===== src/rtl/dm_store_buffer_if.sv =====
// Store-request and memory-write channels of the store buffer.
// The slave modport is the buffer's view; master is the core/memory side.
interface dm_store_buffer_if #(
    parameter int ADDR_W = 32
);
    logic              st_valid;
    logic              st_ready;
    logic [ADDR_W-1:0] st_addr;
    logic [1:0]        st_size;
    logic [31:0]       st_data;
    logic              st_misalign;
    logic              mem_valid;
    logic              mem_ready;
    logic [ADDR_W-1:0] mem_addr;
    logic [31:0]       mem_wdata;
    logic [3:0]        mem_byteen;

    modport slave (
        input  st_valid, st_addr, st_size, st_data, mem_ready,
        output st_ready, st_misalign, mem_valid, mem_addr, mem_wdata, mem_byteen
    );

    modport master (
        output st_valid, st_addr, st_size, st_data, mem_ready,
        input  st_ready, st_misalign, mem_valid, mem_addr, mem_wdata, mem_byteen
    );
endinterface


===== src/rtl/dm_store_buffer.sv =====
// Store buffer: aligns stores into byte lanes and queues them for the data-memory write port.
// Latency: a store accepted in cycle N is presented to memory in N+1 at the earliest.
// Backpressure: st_ready = !full regardless of mem_ready; DM_STBUF_MERGE_EN enables coalescing.
module dm_store_buffer #(
    parameter int DEPTH  = 4,
    parameter int ADDR_W = 32
) (
    input  logic                   clk,
    input  logic                   reset,
    dm_store_buffer_if.slave       bus,
    output logic                   empty,
    output logic [$clog2(DEPTH):0] count
);
    localparam int PW = $clog2(DEPTH);
    localparam int CW = PW + 1;

    typedef struct packed {
        logic [ADDR_W-1:0] addr;
        logic [31:0]       wdat;
        logic [3:0]        be;
    } entry_t;

    entry_t         mem_q [DEPTH];
    entry_t         mem_d [DEPTH];
    logic [PW-1:0]  head_q, head_d, tail_q, tail_d;
    logic [CW-1:0]  count_q, count_d;

    entry_t al;
    logic   al_bad;
    logic   full, st_fire, pop, push, merge_hit;

    always_comb begin
        al      = '0;
        al.addr = {bus.st_addr[ADDR_W-1:2], 2'b00};
        al_bad  = 1'b0;
        case (bus.st_size)
            2'b00: begin
                al.be   = 4'b0001 << bus.st_addr[1:0];
                al.wdat = {24'h0, bus.st_data[7:0]} << {bus.st_addr[1:0], 3'b000};
            end
            2'b01: begin
                if (bus.st_addr[0]) begin
                    al_bad = 1'b1;
                end else if (bus.st_addr[1]) begin
                    al.be   = 4'b1100;
                    al.wdat = {bus.st_data[15:0], 16'h0};
                end else begin
                    al.be   = 4'b0011;
                    al.wdat = {16'h0, bus.st_data[15:0]};
                end
            end
            2'b10: begin
                if (bus.st_addr[1:0] != 2'b00) begin
                    al_bad = 1'b1;
                end else begin
                    al.be   = 4'b1111;
                    al.wdat = bus.st_data;
                end
            end
            default: al_bad = 1'b1;
        endcase
    end

    assign full            = (count_q == CW'(DEPTH));
    assign bus.st_ready    = !full;
    assign bus.st_misalign = bus.st_valid && al_bad;
    assign st_fire         = bus.st_valid && !full;
    assign bus.mem_valid   = (count_q != '0);
    assign pop             = bus.mem_valid && bus.mem_ready;

    // Drive zeros when idle so stale entries never show on the write port.
    assign bus.mem_addr   = bus.mem_valid ? mem_q[head_q].addr : '0;
    assign bus.mem_wdata  = bus.mem_valid ? mem_q[head_q].wdat : '0;
    assign bus.mem_byteen = bus.mem_valid ? mem_q[head_q].be   : '0;

`ifdef DM_STBUF_MERGE_EN
    logic [PW-1:0] young_ptr;
    logic          merge;
    assign young_ptr = tail_q - PW'(1);
    // count >= 2 guarantees the youngest entry is not the head being presented.
    assign merge_hit = (count_q >= CW'(2)) && (mem_q[young_ptr].addr == al.addr);
    assign merge     = st_fire && !al_bad && merge_hit;
`else
    assign merge_hit = 1'b0;
`endif

    assign push = st_fire && !al_bad && !merge_hit;

    always_comb begin
        mem_d   = mem_q;
        head_d  = head_q;
        tail_d  = tail_q;
        if (push) begin
            mem_d[tail_q] = al;
            tail_d        = tail_q + PW'(1);
        end
`ifdef DM_STBUF_MERGE_EN
        if (merge) begin
            for (int i = 0; i < 4; i++) begin
                if (al.be[i]) begin
                    mem_d[young_ptr].wdat[8*i +: 8] = al.wdat[8*i +: 8];
                end
            end
            mem_d[young_ptr].be = mem_q[young_ptr].be | al.be;
        end
`endif
        if (pop) begin
            head_d = head_q + PW'(1);
        end
        count_d = count_q + CW'(push) - CW'(pop);
    end

    always_ff @(posedge clk) begin
        if (reset) begin
            for (int i = 0; i < DEPTH; i++) begin
                mem_q[i] <= '0;
            end
            head_q  <= '0;
            tail_q  <= '0;
            count_q <= '0;
        end else begin
            mem_q   <= mem_d;
            head_q  <= head_d;
            tail_q  <= tail_d;
            count_q <= count_d;
        end
    end

    assign empty = (count_q == '0);
    assign count = count_q;
endmodule


===== src/flat_wrapper.sv =====
// flat-port wrapper written by rule: the top's interface ports become plain ports
module dm_store_buffer_flat 
#(
    parameter int DEPTH  = 4,
    parameter int ADDR_W = 32
)
  (clk, reset, empty, count, bus_st_valid, bus_st_addr, bus_st_size, bus_st_data, bus_mem_ready, bus_st_ready, bus_st_misalign, bus_mem_valid, bus_mem_addr, bus_mem_wdata, bus_mem_byteen);
  dm_store_buffer_if #(.ADDR_W(ADDR_W)) bus_i ();
  input  logic clk;
  input  logic reset;
  output logic empty;
  output logic [$clog2(DEPTH):0] count;
  input wire logic [$bits(bus_i.st_valid)-1:0] bus_st_valid;
  input wire logic [$bits(bus_i.st_addr)-1:0] bus_st_addr;
  input wire logic [$bits(bus_i.st_size)-1:0] bus_st_size;
  input wire logic [$bits(bus_i.st_data)-1:0] bus_st_data;
  input wire logic [$bits(bus_i.mem_ready)-1:0] bus_mem_ready;
  output wire logic [$bits(bus_i.st_ready)-1:0] bus_st_ready;
  output wire logic [$bits(bus_i.st_misalign)-1:0] bus_st_misalign;
  output wire logic [$bits(bus_i.mem_valid)-1:0] bus_mem_valid;
  output wire logic [$bits(bus_i.mem_addr)-1:0] bus_mem_addr;
  output wire logic [$bits(bus_i.mem_wdata)-1:0] bus_mem_wdata;
  output wire logic [$bits(bus_i.mem_byteen)-1:0] bus_mem_byteen;
  assign bus_i.st_valid = bus_st_valid;
  assign bus_i.st_addr = bus_st_addr;
  assign bus_i.st_size = bus_st_size;
  assign bus_i.st_data = bus_st_data;
  assign bus_i.mem_ready = bus_mem_ready;
  assign bus_st_ready = bus_i.st_ready;
  assign bus_st_misalign = bus_i.st_misalign;
  assign bus_mem_valid = bus_i.mem_valid;
  assign bus_mem_addr = bus_i.mem_addr;
  assign bus_mem_wdata = bus_i.mem_wdata;
  assign bus_mem_byteen = bus_i.mem_byteen;
  dm_store_buffer #(.DEPTH(DEPTH), .ADDR_W(ADDR_W)) u_core (.clk(clk), .reset(reset), .bus(bus_i), .empty(empty), .count(count));
endmodule

===== config.mk =====
export PLATFORM = sky130hd
export DESIGN_NAME = dm_store_buffer_flat
export DESIGN_NICKNAME = d
export VERILOG_FILES = /design/src/rtl/dm_store_buffer_if.sv /design/src/rtl/dm_store_buffer.sv /design/src/flat_wrapper.sv
export SDC_FILE = /design/constraint.sdc
export NUM_CORES = 1
export LEC_CHECK = 0
export ABC_AREA = 1
export BUFFER_PORTS_ARGS = -buffer_cell sky130_fd_sc_hd__buf_2
export CORE_MARGIN = 4
export CORE_UTILIZATION = 40
export CTS_CLUSTER_SIZE = 40
export DETAILED_ROUTE_END_ITERATION = 8
export PLACE_DENSITY = 0.61
export SLEW_MARGIN = 25
export SYNTH_ARGS = -nofsm -noshare
export SYNTH_HDL_FRONTEND = slang
export SYNTH_SLANG_ARGS = --single-unit

===== constraint.sdc =====
create_clock -name clk -period 2.6 [get_ports clk]
set_clock_uncertainty 0.2 [all_clocks]
set_input_delay 0.39 -clock clk [delete_from_list [all_inputs] [get_ports clk]]
set_output_delay 0.39 -clock clk [all_outputs]
set_load 0.005 [all_outputs]

## After elaboration in Yosys (flattened, before gate mapping)

Cells that the tools add are included.

- Add/subtract/negate cells: 4
- Order comparisons: 3
- Equal/unequal tests: 3
- Shift-type cells: 2
- Multiplexer cells: 16
- Bitwise gates (word level): 2
- Reductions and logical operators: 11

Operators by type and width:

| kind | number |
|---|---|
| bitwise mux 272 bit | 1 |
| two-way mux 68 bit | 3 |
| binary-select mux 68 bit (select 2 bit) | 1 |
| demux 68 bit (select 2 bit) | 1 |
| two-way mux 36 bit | 3 |
| one-hot mux 36 bit (3 select lines) | 1 |
| two-way mux 32 bit | 2 |
| << shifter 8 x 5 -> 32 bit | 1 |
| greater-or-equal comparator 3 bit, second input constant | 2 |
| inverter 2 -> 3 bit | 2 |
| logical AND 1 bit | 5 |
| adder 2 x 1 -> 2 bit, second input constant | 2 |
| two-way mux 4 bit | 1 |
| << shifter 1 x 2 -> 4 bit, first input constant | 1 |
| adder 3 x 1 -> 3 bit | 1 |
| equality test 3 bit, second input constant | 1 |
| logical NOT 3 bit | 1 |
| less-than comparator 3 x 1 -> 1 bit, second input constant | 1 |
| one-hot mux 1 bit (3 select lines) | 1 |
| nonzero test 3 bit | 1 |
| subtractor 3 x 1 -> 3 bit | 1 |
| equality test 2 x 1 -> 1 bit, second input constant | 1 |
| equality test 2 bit, second input constant | 1 |
| logical NOT 1 bit | 2 |
| other kinds (3) | 4 |

- Register bits: 279
- Output and inout port bits: 75

## Logic depth before layout (Yosys ltp)

Gate-level depths: netlist of the first run.

- Word-level depth: 7
- Gate-level depth with buffers: 11

## Worst setup path after synthesis of the first run

OpenSTA, ideal clock, no wires.

- Path type: register -> register
- From: register u_core.count_q[2] (netlist: u_core.count[2])
- To: register u_core.count_q[2] (netlist: u_core.count[2])
- Library setup time: 0.114 ns
- Arrival: 1.935 ns
- Data required time: 2.286 ns
- Slack: 0.351 ns
- Stages on the path, launching flop included: 9
- Cell sequence: dfxtp_1 nor3_1 nor2_1 ha_1 inv_1 ha_1 fa_1 xor2_1 nor2_1

- Elaborated cells between the ends (all ways): 8
- Those cells by class: add/sub: 2; eq/ne: 1; reduce/logical: 5

RTL lines:

| element | RTL line | source |
|---|---|---|
| start: declaration | dm_store_buffer.sv:26 | `logic [CW-1:0] count_q, count_d;` |
| start signal: assignment | dm_store_buffer.sv:125 | `count_q <= count_d;` |
| nonzero test 3 bit | dm_store_buffer.sv:68 | `assign bus.mem_valid = (count_q != '0);` |
| logical AND 1 bit | dm_store_buffer.sv:69 | `assign pop = bus.mem_valid && bus.mem_ready;` |
| named net u_core.pop | dm_store_buffer.sv:30 | `logic full, st_fire, pop, push, merge_hit;` |
| subtractor 3 x 1 -> 3 bit | dm_store_buffer.sv:110 | `count_d = count_q + CW'(push) - CW'(pop);` |

The timed path passes the listed nets, and every way through them passes these cells.
A chain may end at the register's enable or synchronous reset.

## Final worst setup path of the first run

- From: register u_core.head_q[0]
- To: output bus_mem_wdata[0]

- Word-level cells in the longest chain between the ends: 5

RTL lines:

| element | RTL line | source |
|---|---|---|
| start: declaration | dm_store_buffer.sv:25 | `logic [PW-1:0] head_q, head_d, tail_q, tail_d;` |
| start signal: assignment | dm_store_buffer.sv:118 | `head_q <= '0;` |
| start signal: assignment | dm_store_buffer.sv:123 | `head_q <= head_d;` |
| inverter 2 -> 3 bit (not written as such) | dm_store_buffer.sv:73 | `assign bus.mem_wdata = bus.mem_valid ? mem_q[head_q].wdat : '0;` |
| binary-select mux 68 bit (select 2 bit) | dm_store_buffer.sv:73 |  |
| two-way mux 68 bit (2 in series) | - |  |
| two-way mux 32 bit | dm_store_buffer.sv:73 |  |
| end: declaration | flat_wrapper.sv:22 | `output wire logic [$bits(bus_i.mem_wdata)-1:0] bus_mem_wdata;` |

No other way between the ends. The select of a mux whose other input is x is not followed.

==> results of run 1 <==
-- worst max-delay path, cell delays in order, from the launching register on --
cell,delay (ns)
dfxtp_4,0.37
buf_12,0.24
a21oi_1,0.18
o21ai_0,0.10
a21oi_1,0.28
buf_2,0.17
-- power by group through the flow --
stage	logic, mW	registers [mW]	clock network [mW]
after global placement	3.65	4.66	0
final	3.85	4.60	4.46
after floorplan	2.25	4.63	0
after CTS	3.75	4.59	4.57
after global routing	4.32	4.63	4.71
after detailed placement	3.68	4.67	0
-- metrics by stage --
step,cells,power [mW],cell area (um^2),TNS (ns)
2_1_floorplan,2317,6.88,13900,0
3_3_place_gp,2808,8.31,15100,0
3_5_place_dp,2808,8.36,15100,0
4_1_cts,2893,12.9,16500,0
5_1_grt,2894,13.7,16500,-0.0167
6_report,2894,12.9,16500,0
-- final timing paths --
kind	endpoint	from	slack [ns]	depth (start not counted)
worst max-delay path	bus_mem_wdata[0]	u_core.head_q[0]	0.09	5
worst min-delay path	u_core.head_q[0]	bus_mem_ready	0.03	4
worst max register to register	u_core.count[2]	u_core.count[1]	0.37	8
worst min register to register	u_core.mem_q[26]	u_core.mem_q[26]	0.31	4
-- registers in the layout (all words and copies together) (netlist names) --
signal and cells:
u_core.mem_q 264, u_core.tail_q 2, u_core.count 3, u_core.head_q 2
-- logic make-up (layout without fill, tap and decap cells) --
| kind of cell | after synthesis | in the layout | share of synthesized area (%) |
|---|---|---|---|
| other | 1 | 2 | 0.0269 |
| and+or+nand+nor | 1181 | 1181 | 33.0 |
| DFF | 271 | 271 | 39.0 |
| xor gates and xnor gates | 2 | 2 | 0.126 |
| AOI/OAI and AO/OA | 354 | 354 | 12.7 |
| adders and majority gates | 7 | 7 | 0.683 |
| buffers and inverters | 500 | 622 | 14.5 |
-- cells in the mapped netlist (4+ instances only) --
cell type / count / share of area, %
o21ai_0: 145 / 5.2
nand4_1: 16 / 0.72
dfxtp_1: 271 / 39
inv_2: 4 / 0.11
buf_4: 8 / 0.43
ha_1: 6 / 0.54
nor2_1: 516 / 14
buf_6: 4 / 0.32
nand3_2: 5 / 0.36
buf_1: 14 / 0.38
o21ai_1: 7 / 0.25
nand3_1: 62 / 2.2
nand2_1: 579 / 16
a21oi_1: 202 / 7.3
inv_1: 340 / 9.2
buf_2: 60 / 2.2
clkbuf_1: 68 / 1.8
-- what timing repair did --
item                                   CTS  global route
hold buffers                            31             0
endpoints found under the hold margin  124             0
pin swaps                                0             0
cloned                                   0             1
setup endpoints to repair               39            34
resized for setup                        4             9
-- layer usage --
layer	wire, um	global-route usage [%]	vias to the layer above
met5	21	0	-
met4	1200	6.48	4
met3	2140	3.14	74
met2	19100	35.2	322
met1	18500	27.0	6125
li1	-	-	7155
-- area by class of cell --
type / instances / area (um^2) / share of cell area [%]
sequential: 271 / 5430 / 32.9
clock inverter: 7 / 113 / 0.682
timing repair buffer: 222 / 1600 / 9.70
tap: 455 / 569 / 3.45
inverter: 346 / 1310 / 7.95
clock buffer: 47 / 926 / 5.61
multi-input combinational: 1546 / 6550 / 39.7
==> results.txt, run 1 <==
Outcome -> finished, final reports clean
Most frequent cells in the layout -> nand2_1 (579), nor2_1 (515), inv_1 (340)
Routed Antenna Nets -> 0
I/O Pins -> 145
Combinational power share -> 29.8%
Placer Congestion -> 0.940
Slew Limit Fails -> 0
PnR worst setup slack -> 0.0860 ns
Power density cells -> 782 nW/um^2
Clock power frac -> 34.5%
Die area -> 37,800 um^2
Synth cell types -> 24
DRC viols -> 0
Longest Clk Path Bufs -> 3
Async S/R FF share, synth -> 0%
Seq pwr share -> 35.6%
CTS Sinks -> 271
Period utilization -> 96.7%
Min Tclk post-route -> 2.51 ns
Critical path class -> reg2out
WL/cell -> 14.2 um
Total track usage -> 20.6%
Diode count -> 0
Die H -> 195 um
Critical Path Sink Type -> primary output
Worst Max-Slew Pin Slew -> 0.656 ns
Fmax -> 398 MHz
Die width -> 195 um
Starting density of the core -> 40.4%
Clk slew on worst S/H paths -> 0.06 ns
Type of origin of the critical path -> register
Layout cells sized above 1 -> 10.7%
Drt total wl -> 41,000 um
Crit path DAT -> 1.92 ns
Via/cell ratio -> 4.73
RSZ-0062 raised after global routing -> true
Hold WS -> 0.0322 ns
Area Growth Syn to Fin -> 18.6%
HP Class -> in2reg
Post-Place Setup Slack -> 0.343 ns
Total internal power -> 8.50 mW
FILL cells -> 3,554
Initial antenna violation count -> 2
Port bufs -> 142
Worst-Skew Late Latency -> 0.55 ns
CTS tree -> yes
Cell count after synthesis -> 2,316
Setup Buffers After CTS -> 0
Vias -> 13,700
Count of warnings emitted by yosys -> 0
1st-pass router iterations -> 5
Switching pwr -> 4.40 mW
Initial drt markers -> 827
DPL Wire Length -> 25,200 um
Root buffer cell -> clkbuf_16
CTS Buf Count -> 31
First-pass GRT wire length -> 65,700 um
Main synth FF type -> dfxtp_1
Final hold vios -> 0
Leading cell type in the layout, fill and taps excluded -> nand2_1
Yosys reg bits -> 271
Total global routing overflow -> 0
Final setup violation count -> 0
Required time of the critical path -> 2.01 ns
Layout net count -> 2,495
Number of global-route vias before repair -> 12,800
Utilization after layout -> 47.9%
Core area -> 34,500 um^2
Crit-path max FO -> 93
Cell Area, Synth -> 13,900 um^2
Syn Area/Cell -> 6.01 um^2
Number of core rows -> 68
Slew HR -> 56.1%
LEAKAGE -> 8.65 nW
Post-synth EDFFs -> 0
H-tree lvl count -> 1
Pin count of the biggest net entering global routing -> 94
Worst vdd ir -> 533 uV
Post-synthesis sequential area ratio -> 39.0%
Switch share -> 34.1%
Max cap viols -> 0
Note: power is estimated with default switching activity, not from simulation.
==> run 2: changes to the inputs <==
- clock period: 2.6 -> 2.75 ns (I/O delays scaled with it)
==> run 2 against run 1 <==
Global-route usage barely moved. First-iteration DRC count rose by 6.3%. Sequential power fell by 5.7%. Critical endpoint is now bus_mem_wdata[18]. Clock power fell by 14%.
==> results.txt, run 2 (synthesized netlist as in run 1, its figures left out) <==
Number of global-route vias before repair -> 12,500
Setup Buffers After CTS -> 0
Post-Place Setup Slack -> 0.385 ns
Die area -> 37,800 um^2
Design area -> 16,300 um^2
1st-pass router iterations -> 6
CTS Buf Count -> 31
I/O Pins -> 145
Number of core rows -> 68
Via/cell ratio -> 4.73
Leading cell type in the layout, fill and taps excluded -> nand2_1
Total internal power -> 7.59 mW
RR Endpoint -> u_core.count[2]
Port bufs -> 142
Final std cells w/o fill -> 2,882
Endpoint, Worst Hold -> u_core.mem_q[229]
Crit-path cells -> inv_6 > buf_12 > o21ai_0 > a21oi_1 > buf_2
PnR worst setup slack -> 0.124 ns
Clock power frac -> 32.8%
Fin Setup TNS -> 0 ns
Hold Path Stages -> 5
Reg2Reg Depth -> 8
Type of origin of the critical path -> register
Crit-path max FO -> 36
Clk slew on worst S/H paths -> 0.06 ns
Area Growth Syn to Fin -> 16.8%
Period utilization -> 95.5%
Critical Path Sink Type -> primary output
Die H -> 195 um
Seq pwr share -> 37.2%
Post-Place Cells -> 2,798
Startpoint of the worst hold path -> bus_st_data[21]
Vias -> 13,600
Switch share -> 34.8%
DPL Wire Length -> 24,700 um
Die width -> 195 um
Core area -> 34,500 um^2
H-tree lvl count -> 1
Routed Antenna Nets -> 0
Starting density of the core -> 40.4%
Largest stage delay on the critical path -> 0.37 ns
Biggest register -> u_core.mem_q
First-pass GRT wire length -> 65,500 um
Layout cells sized above 1 -> 9.81%
WL/cell -> 14.1 um
Crit path DAT -> 2.01 ns
Max reg flops -> 264
Total global routing overflow -> 0
Pin count of the biggest net entering global routing -> 85
CTS Sinks -> 271
Initial antenna violation count -> 1
Worst vdd ir -> 568 uV
Slowest CP cell -> dfxtp_4
Placement-stage cell area -> 15,000 um^2
Min Tclk post-route -> 2.63 ns
Worst Max-Slew Pin Slew -> 0.619 ns
Longest Clk Path Bufs -> 3
R2r setup slk -> 0.49 ns
DRC viols -> 0
Root buffer cell -> clkbuf_16
Worst-Skew Late Latency -> 0.57 ns
Placer Congestion -> 0.899
Layout net count -> 2,484
Most frequent cells in the layout -> nand2_1 (579), nor2_1 (515), inv_1 (340)
Power density cells -> 717 nW/um^2
Slew Limit Fails -> 0
Combinational power share -> 30.0%
HP Class -> in2reg
Total track usage -> 20.6%
Slew HR -> 58.6%
Max cap viols -> 0
Outcome -> finished, final reports clean
Fmax -> 381 MHz
LEAKAGE -> 8.52 nW
Drt total wl -> 40,600 um
Initial drt markers -> 879
Worst reg2reg path startpoint -> u_core.count[2]
Final hold vios -> 0
Switching pwr -> 4.06 mW
CTS tree -> yes
Critical path class -> reg2out
RSZ-0062 raised after global routing -> false
Final setup violation count -> 0
Required time of the critical path -> 2.14 ns
run 2: cell types whose count changed in the layout (fill, tap and decap cells not counted), moves of 2 or more:
cell       delta
a21oi_1       +5
a21oi_2       -5
buf_4         -7
buf_6         -4
bufinv_16     -3
clkbuf_1      +4
clkbuf_8      -4
inv_6         +2
run 2: layout make-up:
class,count,area [um^2]
Fill cell,3646,18200
Multi-Input combinational cell,1546,6530
Sequential cell,271,5430
Timing Repair Buffer,211,1500
Inverter,346,1310
Clock buffer,47,886
Tap cell,455,569
Clock inverter,5,33.8
Antenna cell,1,2.50
run 2: per-layer routing:
layer,wire (um),GRT usage [%]
met1,18600,27.2
met2,19000,35.5
met3,2060,3.02
met4,902,5.36
met5,12,0
run 2: worst max path at each step:
stage | startpoint | endpoint | slack, ns
after floorplan | u_core.count[2] | u_core.count[2] | 0.50
after global placement | bus_st_addr[0] | u_core.mem_q[83] | 0.43
after detailed placement | bus_st_addr[0] | u_core.mem_q[125] | 0.38
after CTS | u_core.head_q[0] | bus_mem_wdata[18] | 0.01
after global routing | u_core.head_q[1] | bus_mem_addr[15] | 0.03
final | u_core.head_q[0] | bus_mem_wdata[18] | 0.12
run 2: critical path, delay by kind of cell, from the launching register on:
kind	cells	cell delay (ns)
DFF	1	0.37
AOI/OAI and AO/OA	2	0.40
buffers and inverters	3	0.68
run 2: per-stage QoR:
stage / power [mW] / utilization (%) / hold slack, ns
5_1_grt: 12.4 / 47.2 / 0.102
2_1_floorplan: 6.51 / - / 0.267
6_report: 11.7 / 47.2 / 0.0831
4_1_cts: 11.8 / 47.2 / 0.0609
3_5_place_dp: 7.89 / 43.6 / 0.293
3_3_place_gp: 7.85 / 43.6 / 0.292
run 2: power by group through the flow:
stage               Clock (mW)  Sequential [mW]  Combinational (mW)
finish                    3.82             4.34                3.50
global route              4.08             4.37                3.94
CTS                       3.93             4.34                3.53
detailed placement           0             4.42                3.47
global placement             0             4.41                3.44
floorplan                    0             4.38                2.13
run 2: what timing repair did:
item	in CTS	in global routing
hold buffers	31	0
endpoints found under the setup margin	1	13
gates cloned	0	0
gates resized for setup	1	1
endpoints found under the hold margin	124	0
==> run 3: changes to the inputs <==
--- a/config.mk
+++ b/config.mk
@@ -9,2 +9,3 @@
 export BUFFER_PORTS_ARGS = -buffer_cell sky130_fd_sc_hd__buf_2
+export CORE_ASPECT_RATIO = 0.6
 export CORE_MARGIN = 4
--- a/constraint.sdc
+++ b/constraint.sdc
@@ -4,2 +4,2 @@
 set_output_delay 0.4125 -clock clk [all_outputs]
-set_load 0.005 [all_outputs]
+set_load 0.1 [all_outputs]
==> run 3 against run 2 <==
Critical path depth stayed put. Worst hold slack worse by 0.0058 ns. Setup slack worse by 0.087 ns. Global-route usage grew 0.40 points. Routed wire length up 2.1%. Count of clock-buffer cells in the layout shrank 8. Maximum frequency decreased by 3.2%. First-iteration DRC count is 13% higher.
==> results.txt, run 3 (synthesized netlist as in run 1, its figures left out) <==
Met3 global-route usage -> 4.79%
Period utilization -> 98.7%
Drt total wl -> 41,500 um
Type of origin of the critical path -> register
LEAKAGE -> 8.79 nW
Most frequent cells in the layout -> nand2_1 (579), nor2_1 (514), inv_1 (340)
Layout cells sized above 1 -> 12.2%
WL/cell -> 14.4 um
Register area -> 5430 um^2
1st-pass router iterations -> 5
I/O Pins -> 145
Layout net count -> 2,486
Port bufs -> 142
HP Class -> in2reg
Total global routing overflow -> 0
First-pass GRT wire length -> 66,500 um
Root buffer cell -> clkbuf_16
Final std cells w/o fill -> 2,888
Longest Clk Path Bufs -> 3
Utilization after layout -> 51.6%
Max cap viols -> 0
Number of core rows -> 52
Initial drt markers -> 997
Via/cell ratio -> 4.76
Leading cell type in the layout, fill and taps excluded -> nand2_1
H-tree lvl count -> 1
CTS Buf Count -> 28
Min Tclk post-route -> 2.71 ns
Die area -> 37,900 um^2
Post-Place Cells -> 2,806
Slew HR -> 49.5%
Biggest register -> u_core.mem_q
Total track usage -> 21.0%
Clk slew on worst S/H paths -> 0.06 ns
Worst Max-Slew Pin Slew -> 0.756 ns
Vias -> 13,800
Area Growth Syn to Fin -> 26.1%
Required time of the critical path -> 2.14 ns
Number of global-route vias before repair -> 12,400
Routed Antenna Nets -> 0
Diode count -> 0
RSZ-0062 raised after global routing -> true
Crit path DAT -> 2.10 ns
Outcome -> finished, final reports clean
GRT met1 Usage -> 29.7%
Met2 Track Usage GR -> 33.0%
CTS Sinks -> 271
Max reg flops -> 264
Core area -> 34,000 um^2
Die width -> 249 um
DPL Wire Length -> 26,100 um
Worst-Skew Late Latency -> 0.55 ns
Slew Limit Fails -> 0
GRT busiest layer -> met2
Power density cells -> 938 nW/um^2
Multi-input gate area -> 6760 um^2
Initial antenna violation count -> 0
FILL cells -> 3,380
Placer Congestion -> 0.892
Critical path class -> reg2out
DRC viols -> 0
Starting density of the core -> 40.9%
Pin count of the biggest net entering global routing -> 100
Fmax -> 369 MHz
Crit-path max FO -> 99
Critical Path Sink Type -> primary output
Worst vdd ir -> 682 uV
CTS tree -> yes
Final setup violation count -> 0
Die H -> 152 um
Final hold vios -> 0
-- run 3: cell types whose count changed in the layout (fill, tap and decap cells not counted), sizes merged --
cell / change
clkbuf: -8
diode: -1
bufbuf: +1
clkinv: +6
buf: +4
bufinv: +1
inv: -1
-- run 3: layout make-up --
class                   instances  share of cell area [%]
inverters                     346                    7.44
well taps                     459                    3.27
multi-input cells            1546                    38.5
clock inverters                11                   0.485
repair buffers                216                    14.7
flip-flops and latches        271                    31.0
clock buffers                  39                    4.69
-- run 3: critical path: stages (launching register included) --
cell and delay (ns):
dfxtp_4 0.37, buf_16 0.25, a21oi_1 0.18, o21ai_0 0.11, a21oi_1 0.39, buf_12 0.23
-- run 3: layer usage --
metal / routed length [um] / part of all wire, %
met2: 17900 / 43
met5: 0 / 0
met1: 19800 / 48
met4: 847 / 2.0
met3: 2910 / 7.0
-- run 3: final timing paths --
kind	startpoint	cells past startpoint	slack [ns]	to
max	u_core.head_q[0]	5	0.04	bus_mem_byteen[2]
min	bus_st_data[18]	5	0.08	u_core.mem_q[90]
max reg2reg	u_core.count[2]	8	0.42	u_core.count[2]
min reg2reg	u_core.mem_q[5]	4	0.30	u_core.mem_q[5]
-- run 3: through the flow --
step,total power [mW],setup slack [ns],TNS (ns),hold slack (ns),area [um^2]
2_1_floorplan,9.80,-0.579,-15.57,0.267,14100
3_3_place_gp,12.6,0.162,0,0.293,16300
3_5_place_dp,12.6,0.321,0,0.295,16300
4_1_cts,16.6,0.0165,0,0.0544,17500
5_1_grt,17.2,-0.0269,-0.0842,0.118,17600
6_report,16.5,0.0366,0,0.0773,17600
-- run 3: what timing repair did --
action	4_1_cts	5_1_grt
cloned	1	0
hold endpoints to repair	124	0
endpoints found under the setup margin	30	9
hold buffers	31	0
resized for setup	3	9
setup buffers	0	0
-- run 3: power breakdown --
group | switching [mW] | internal [mW] | leakage [nW] | total, mW
Sequential | 0.140 | 4.21 | 2.20 | 4.35
Clock | 1.62 | 2.17 | 0.451 | 3.79
Combinational | 5.79 | 2.54 | 6.14 | 8.34
Total | 7.55 | 8.93 | 8.79 | 16.5
